## config.mk

```make
export PLATFORM = sky130hd
export DESIGN_NAME = mem_access_stage
export DESIGN_NICKNAME = d
export VERILOG_FILES = /design/src/rtl/mem_access_stage.sv
export SDC_FILE = /design/constraint.sdc
export NUM_CORES = 1
export LEC_CHECK = 0
export ABC_AREA = 0
export BUFFER_PORTS_ARGS = -buffer_cell sky130_fd_sc_hd__buf_2
export CAP_MARGIN = 0
export CORE_AREA = 2 2 144 146
export CTS_CLUSTER_DIAMETER = 60
export CTS_CLUSTER_SIZE = 28
export DETAILED_ROUTE_END_ITERATION = 12
export DIE_AREA = 0 0 146 148
export GPL_ROUTABILITY_DRIVEN = 1
export PLACE_DENSITY = 0.84
export SYNTH_ARGS = -nofsm -noshare
export SYNTH_HDL_FRONTEND = slang
export SYNTH_SLANG_ARGS = --single-unit
```

## constraint.sdc

```tcl
create_clock -name Clock -period 4.6 [get_ports Clock]
set_input_delay 0.92 -clock Clock [delete_from_list [all_inputs] [get_ports Clock]]
set_output_delay 0.92 -clock Clock [all_outputs]
set_load 0.01 [all_outputs]
```

## src/rtl/mem_access_stage.sv

```systemverilog
// MEM pipeline stage: drives data memory over a req/ack handshake
// and registers the bundle handed to MEM/WB.
module mem_access_stage #(
  parameter int TIMEOUT_CYCLES = 16,
  parameter int CNT_W          = 5
) (
  input  logic        Clock,
  input  logic        Reset,
  input  logic        ValidIn,
  input  logic        MemReadIn,
  input  logic        MemWriteIn,
  input  logic        MemToRegIn,
  input  logic        RegWriteIn,
  input  logic [31:0] WriteRegisterIn,
  input  logic [31:0] ALUResultIn,
  input  logic [31:0] WriteDataIn,
  input  logic [31:0] InstructionIn,
  output logic        Stall,
  output logic        MemReq,
  output logic        MemWe,
  output logic [31:0] MemAddr,
  output logic [31:0] MemWData,
  input  logic        MemAck,
  input  logic [31:0] MemRData,
  output logic        MEM_WB_Signal,
  output logic [31:0] InstructionOut,
  output logic        MemToRegOut,
  output logic        RegWriteOut,
  output logic [31:0] WriteRegisterOut,
  output logic [31:0] ALUResultOut,
  output logic [31:0] DataMemoryOut,
  output logic        AlignError,
  output logic        BusError
);

  typedef enum logic {
    S_IDLE,
    S_WAIT
  } state_t;

  typedef struct packed {
    logic [31:0] instr;
    logic        mem_to_reg;
    logic        reg_write;
    logic [31:0] wreg;
  } ctl_t;

  typedef struct packed {
    ctl_t        ctl;
    logic [31:0] alu;
    logic [31:0] data;
  } wb_t;

  localparam logic [CNT_W-1:0] LAST =
    CNT_W'(TIMEOUT_CYCLES - 1);

  state_t      state, state_nx;
  logic [CNT_W-1:0] cnt, cnt_nx;
  logic        req, req_nx;
  logic        we, we_nx;
  logic [31:2] addr, addr_nx;
  logic [31:0] wdata, wdata_nx;
  ctl_t        held, held_nx;
  wb_t         wb, wb_nx;
  logic        bubble, bubble_nx;
  logic        align, align_nx;
  logic        bus, bus_nx;

  logic memop, mis, go, pass, expired;
  ctl_t ctl_in;

  assign memop   = ValidIn & (MemReadIn | MemWriteIn);
  assign mis     = memop & (ALUResultIn[1:0] != 2'b00);
  assign go      = memop & ~mis;
  assign pass    = ValidIn & ~memop;
  assign expired = ~MemAck & (cnt == LAST);

  assign ctl_in = '{
    instr:      InstructionIn,
    mem_to_reg: MemToRegIn,
    reg_write:  RegWriteIn,
    wreg:       WriteRegisterIn
  };

  always_comb begin
    state_nx  = state;
    cnt_nx    = cnt;
    req_nx    = req;
    we_nx     = we;
    addr_nx   = addr;
    wdata_nx  = wdata;
    held_nx   = held;
    wb_nx     = '0;
    bubble_nx = 1'b1;
    align_nx  = 1'b0;
    bus_nx    = bus;
    Stall     = 1'b0;
    unique case (state)
      S_IDLE: begin
        unique case (1'b1)
          mis: align_nx = 1'b1;
          go: begin
            Stall    = 1'b1;
            state_nx = S_WAIT;
            cnt_nx   = '0;
            req_nx   = 1'b1;
            we_nx    = MemWriteIn;
            addr_nx  = ALUResultIn[31:2];
            wdata_nx = WriteDataIn;
            held_nx  = ctl_in;
          end
          pass: begin
            wb_nx.ctl = ctl_in;
            wb_nx.alu = ALUResultIn;
            bubble_nx = 1'b0;
          end
          default: ;
        endcase
      end
      S_WAIT: begin
        // A timeout releases upstream so the dropped op is not retried
        Stall = ~MemAck & ~expired;
        unique case (1'b1)
          MemAck: begin
            state_nx   = S_IDLE;
            req_nx     = 1'b0;
            wb_nx.ctl  = held;
            wb_nx.alu  = {addr, 2'b00};
            wb_nx.data = we ? 32'd0 : MemRData;
            bubble_nx  = 1'b0;
          end
          expired: begin
            state_nx = S_IDLE;
            req_nx   = 1'b0;
            bus_nx   = 1'b1;
          end
          default: cnt_nx = cnt + CNT_W'(1);
        endcase
      end
    endcase
  end

  always_ff @(posedge Clock) begin
    if (Reset) begin
      state  <= S_IDLE;
      cnt    <= '0;
      req    <= 1'b0;
      we     <= 1'b0;
      addr   <= '0;
      wdata  <= '0;
      held   <= '0;
      wb     <= '0;
      bubble <= 1'b1;
      align  <= 1'b0;
      bus    <= 1'b0;
    end else begin
      state  <= state_nx;
      cnt    <= cnt_nx;
      req    <= req_nx;
      we     <= we_nx;
      addr   <= addr_nx;
      wdata  <= wdata_nx;
      held   <= held_nx;
      wb     <= wb_nx;
      bubble <= bubble_nx;
      align  <= align_nx;
      bus    <= bus_nx;
    end
  end

  assign MemReq           = req;
  assign MemWe            = we;
  assign MemAddr          = {addr, 2'b00};
  assign MemWData         = wdata;
  assign MEM_WB_Signal    = bubble;
  assign InstructionOut   = wb.ctl.instr;
  assign MemToRegOut      = wb.ctl.mem_to_reg;
  assign RegWriteOut      = wb.ctl.reg_write;
  assign WriteRegisterOut = wb.ctl.wreg;
  assign ALUResultOut     = wb.alu;
  assign DataMemoryOut    = wb.data;
  assign AlignError       = align;
  assign BusError         = bus;

endmodule

```

# Yosys cells after proc, flatten, opt, wreduce, memory -nomap -nowiden
# Index checks and enable logic that the tools add are counted.
[word_totals] reg_bits=269 out_inout_bits=200
[op_classes] add_sub_neg=1 eq_ne=4 muxes=18 bitwise_logic=12 n_reduce_logical=8
[op_table] cell="98-bit case mux with 2 select lines" count=1
[op_table] cell="130-bit 2-to-1 mux" count=1
[op_table] cell="98-bit 2-to-1 mux" count=1
[op_table] cell="32-bit 2-to-1 mux" count=1
[op_table] cell="5-bit 2-to-1 mux" count=2
[op_table] cell="5-bit case mux with 2 select lines" count=1
[op_table] cell="1-bit case mux with 2 select lines" count=4
[op_table] cell="2-bit AND reduction" count=4
[op_table] cell="1-bit 2-to-1 mux" count=7
[op_table] cell="1-bit AND" count=6
[op_table] cell="2-bit inequality test (second input constant)" count=3
[op_table] cell="5-bit by 1-bit adder with 5-bit output (second input constant)" count=1
[op_table] cell="5-bit by 4-bit == test with 1-bit output (second input constant)" count=1
[op_table] cell="1-bit NOT" count=5
[op_table] cell="2-bit OR reduction" count=2
[op_table] cell="4-bit OR reduction" count=1
[op_table] cell="2-bit nonzero test" count=1
[op_table] cell="1-bit bitwise OR" count=1

# Logic depth before layout (Yosys ltp)
[logic_depth] ltp_word=7 depth_mapped=6

# Worst setup path after synthesis
# No wires, ideal clock.
[synth_path] kind="input-to-output" start="input ALUResultIn[1]" end="output Stall" arrival_ps=1865 required_time_ps=3680 setup_slack_ps=1815 cell_stages=3 n_path_buf=1 cell_sequence="or4b_1 clkbuf_1 o21ai_1"
[synth_via] elab_chain_len=6
[synth_lines] item="start: declaration" line_no="15" rtl="input logic [31:0] ALUResultIn,"
[synth_lines] item="2-bit nonzero test" line_no="73" rtl="assign mis = memop & (ALUResultIn[1:0] != 2'b00);"
[synth_lines] item="1-bit AND" line_no="73"
[synth_lines] item="1-bit NOT" line_no="74" rtl="assign go = memop & ~mis;"
[synth_lines] item="1-bit AND" line_no="74"
[synth_lines] item="1-bit 2-to-1 mux" line_no="100" rtl="unique case (1'b1)"
[synth_lines] item="1-bit case mux with 2 select lines" line_no="98" rtl="unique case (state)"
[synth_lines] item="end: declaration" line_no="18" rtl="output logic Stall,"
# No other way between the ends.

# Final worst setup path
# Ends and elaborated chain as after synthesis.

==> summary by stage <==
Run status
The flow ran to the end, and the final reports show no timing, DRC or antenna violations.

Critical path
STA classifies the critical path endpoint as a primary output. The worst setup path is launched from an input pin. The required time at the worst-slack endpoint is 3680 ps.

The critical path is of the input pin to primary output type. Of all nets on the critical path, the largest fanout is 63. The data arrival time at the worst-slack endpoint is 2500 ps.

CTS
The post-CTS clock slew at the launch and capture registers of the worst setup and hold paths is 100 ps. The maximum level of the CTS H-tree is 1. In this run the clock root is driven by a clkbuf_16. The maximum root-to-sink buffer count is 3.

The tree built by TritonCTS fans out to 269 sinks. The clock tree from TritonCTS is done. Clock latency on the worst-skew pair, taken at its later pin, is 490 ps. The total setup buffers inserted after CTS is 0. The number of clock buffers added by TritonCTS is 17. Post-CTS repair changed the size of 0 cells. The number of hold buffers added after cts is 0.

Logic synthesis
The number of warning messages in the yosys log is 0. For this run, asynchronously set or reset flops after synthesis account for 0. The share of the Yosys chip area taken by registers is 0.589.

The number of synthesized flops with an enable pin is 0. The number of synthesized register bits is 269. By area the synthesized netlist is led by dfxtp_1, a22o_1, a21oi_1, nand3_1, o21ai_1. Synthesis handed over a netlist of 928 instances. In this run the cell area of the synthesized design comes to 9140 um^2. The most instantiated flip-flop cell in the synthesis netlist is dfxtp_1.

Each instance of the synthesized netlist takes up on average 9.85 um^2. Of all cell types, the one taking the most synthesized area is dfxtp_1. The synthesized netlist contains 35 unique library cells. The share of synthesized area in the top cell type comes to 0.589.

Route
The number of detailed-route iterations in the first pass is 5. Dividing the detail-routed wire length by the instance count gives 17.5 um. The number of remaining DRC errors is 0. In this run the remaining antenna-violating nets after routing total 0. The total detailed-routing wirelength is 26,300 um. The initial detailed-routing violation count is 497. The vias per cell is 5.50. The via total after detailed routing is 8,284.

Global routing
The overall routing resource usage is 0.223. The overflow left after global routing is 0. Entering global routing, the biggest net connects 85 pins. The met3 usage in global routing is 0.0457. The highest-utilization routing layer at the global route stage is met2. The via count of the first global-routing pass came to 7,722.

The first global-routing pass estimated 40,000 um of wire. The number of antenna violations at the first check in global routing is 0. The global routing met1 resource utilization is 0.264. For met2 alone, demand over resource in global routing was 0.407.

Power and ir drop
The leakage dissipation is 5.08 nW. The switching fraction of total power is 0.247. The internal power is 3.31 mW.

Summed over all nets, the switching power comes to 1.09 mW. Dividing total power by cell area gives a power density of 379 nW/um^2. The share of total power dissipated in sequential elements is 0.547.

IR analysis of the VDD net gives a maximum drop of 0.000246 V. The share of total power dissipated in combinational logic is 0.073. The portion of total power attributed to the clock network is 0.380.

Cells and area
The count of cells in the finished layout, fillers not included, comes to 1,507. The number of antenna diodes in the final layout is 0. The fraction of layout instances using a drive strength above 1 is 0.334.

Fill cells in the final layout number 1,723. Summing all multi-input logic gate instances after layout gives 3290 um^2. Relative to the synthesized area, the layout overhead comes to 26.7%. In the final layout, flip-flops and latches occupy 5390 um^2. After the last flow step, the layout net total stands at 1,397. Once layout is complete, the utilization of the core stands at 0.578.

Floorplanning
The total area inside the core boundary comes to 20,000 um^2. In this run the vertical extent of the chip is 148 um. The effective utilization at floorplan is 0.456. The die is 146 um wide. The number of rows in the core area is 52. The number of top-level pins is 368. The full die area is 21,600 um^2.

Timing
The number of pins with negative max-slew slack in the final report was 0. For the pin with the worst max-slew slack, the measured transition is 985 ps. The worst setup skew after layout is 20.8 ps. The headroom to the max-slew limit is 0.343. The highest clock frequency the design can meet is 0.293 GHz.

The hold violation total from the final report was 0. The post-route fraction of the period consumed by the critical path is 0.743. Setup repair after global routing left no endpoint under its margin. The setup TNS is 0 ps. After layout, the minimum clock period comes to 3420 ps. The count of final setup violators is 0.

Flow run
The tool flagged a number of max-cap violations equal to 0.

Placement
The congestion estimate from routability-driven global placement came to 0.824. In this run, placement finished with an instance count of 1,478. Input and output buffers added on the ports amount to 365. Detailed placement finished with a half-perimeter wire length of 17,100 um.

Hold path
The min-delay analysis places its worst path in the category register to register.
path summary, 6_finish.rpt:
check,start,endpoint,slack (ps),cells past startpoint
max,ALUResultIn[1],Stall,1180,4
min,held[57]$_SDFFE_PP0P_,InstructionOut[23]$_SDFF_PP0_,460,1
max reg2reg,state$_SDFF_PP0_,MemWData[21]$_SDFFE_PP0P_,2200,4
min reg2reg,held[57]$_SDFFE_PP0P_,InstructionOut[23]$_SDFF_PP0_,460,1
layout make-up:
| type | count | share of cell area |
|---|---|---|
| clock buffer | 18 | 0.0379 |
| multi-input combinational | 559 | 0.284 |
| inverter | 2 | 0.000648 |
| sequential | 269 | 0.465 |
| clock inverter | 11 | 0.0143 |
| timing repair buffer | 378 | 0.169 |
| tap | 270 | 0.0292 |
layer usage:
metal | wire (um) | up-vias
met5 | 0 | -
met4 | 603 | 0
met3 | 2010 | 49
met2 | 13300 | 351
met1 | 10400 | 3960
li1 | - | 3924
through the flow:
step	setup slack, ps	hold WS, ps	total power, mW	instance area (um^2)
finish	1180	462	4.39	11600
global route	1130	481	4.54	11600
CTS	1200	460	4.41	11600
detailed placement	1200	449	2.77	11000
global placement	1240	443	2.77	11000
floorplan	1810	436	2.62	9140
power by group through the flow:
stage                     registers, mW  clock network, mW  logic [mW]
after detailed placement           2.46                  0       0.318
after global placement             2.45                  0       0.313
after global routing               2.41               1.78       0.347
after floorplan                    2.47                  0       0.149
after CTS                          2.40               1.69       0.320
final                              2.40               1.67       0.320
flip-flops by register name, summed over array words and instances, names as in the netlist, 5 cells and up:
name and count:
InstructionOut 32, DataMemoryOut 32, addr 30, held 66, cnt 5, MemWData 32, WriteRegisterOut 32, ALUResultOut 32
cell usage after synthesis (all sizes together), types with 2 or more instances:
cell type,count
dfxtp,269
a21oi,134
o21ai,132
nand3,129
a22o,96
clkbuf,53
buf,46
and2,34
nand2,5
nor2,4
nand2b,3
ha,2
inv,2
o211ai,2
critical path, stage by stage:
cell     delay (ps)
buf_2           130
or4b_4          830
o21ai_1         380
buf_2           220
cell families (layout without fill, tap and decap cells):
logic type,count (synthesis),after routing,synth area share
simple gates,186,186,0.110
other cells,1,2,0.000410
flops,269,269,0.589
buf+inv,101,409,0.0542
compound gates,369,369,0.244
fa+ha+maj,2,2,0.00274
placed cells by master (no fill, tap or decap), types with 2 or more instances in the layout:
cell type / instances
nand2b_1: 3
a21oi_1: 134
and2_1: 34
o21ai_0: 41
clkbuf_16: 17
buf_4: 12
o211ai_1: 2
buf_12: 2
o21ai_1: 91
clkinv_8: 3
nor2_1: 3
nand2_1: 5
ha_1: 2
buf_2: 364
conb_1: 2
dfxtp_1: 269
a22o_1: 96
inv_1: 2
clkinvlp_4: 2
nand3_1: 129
Power figures use the tool's default switching activity.
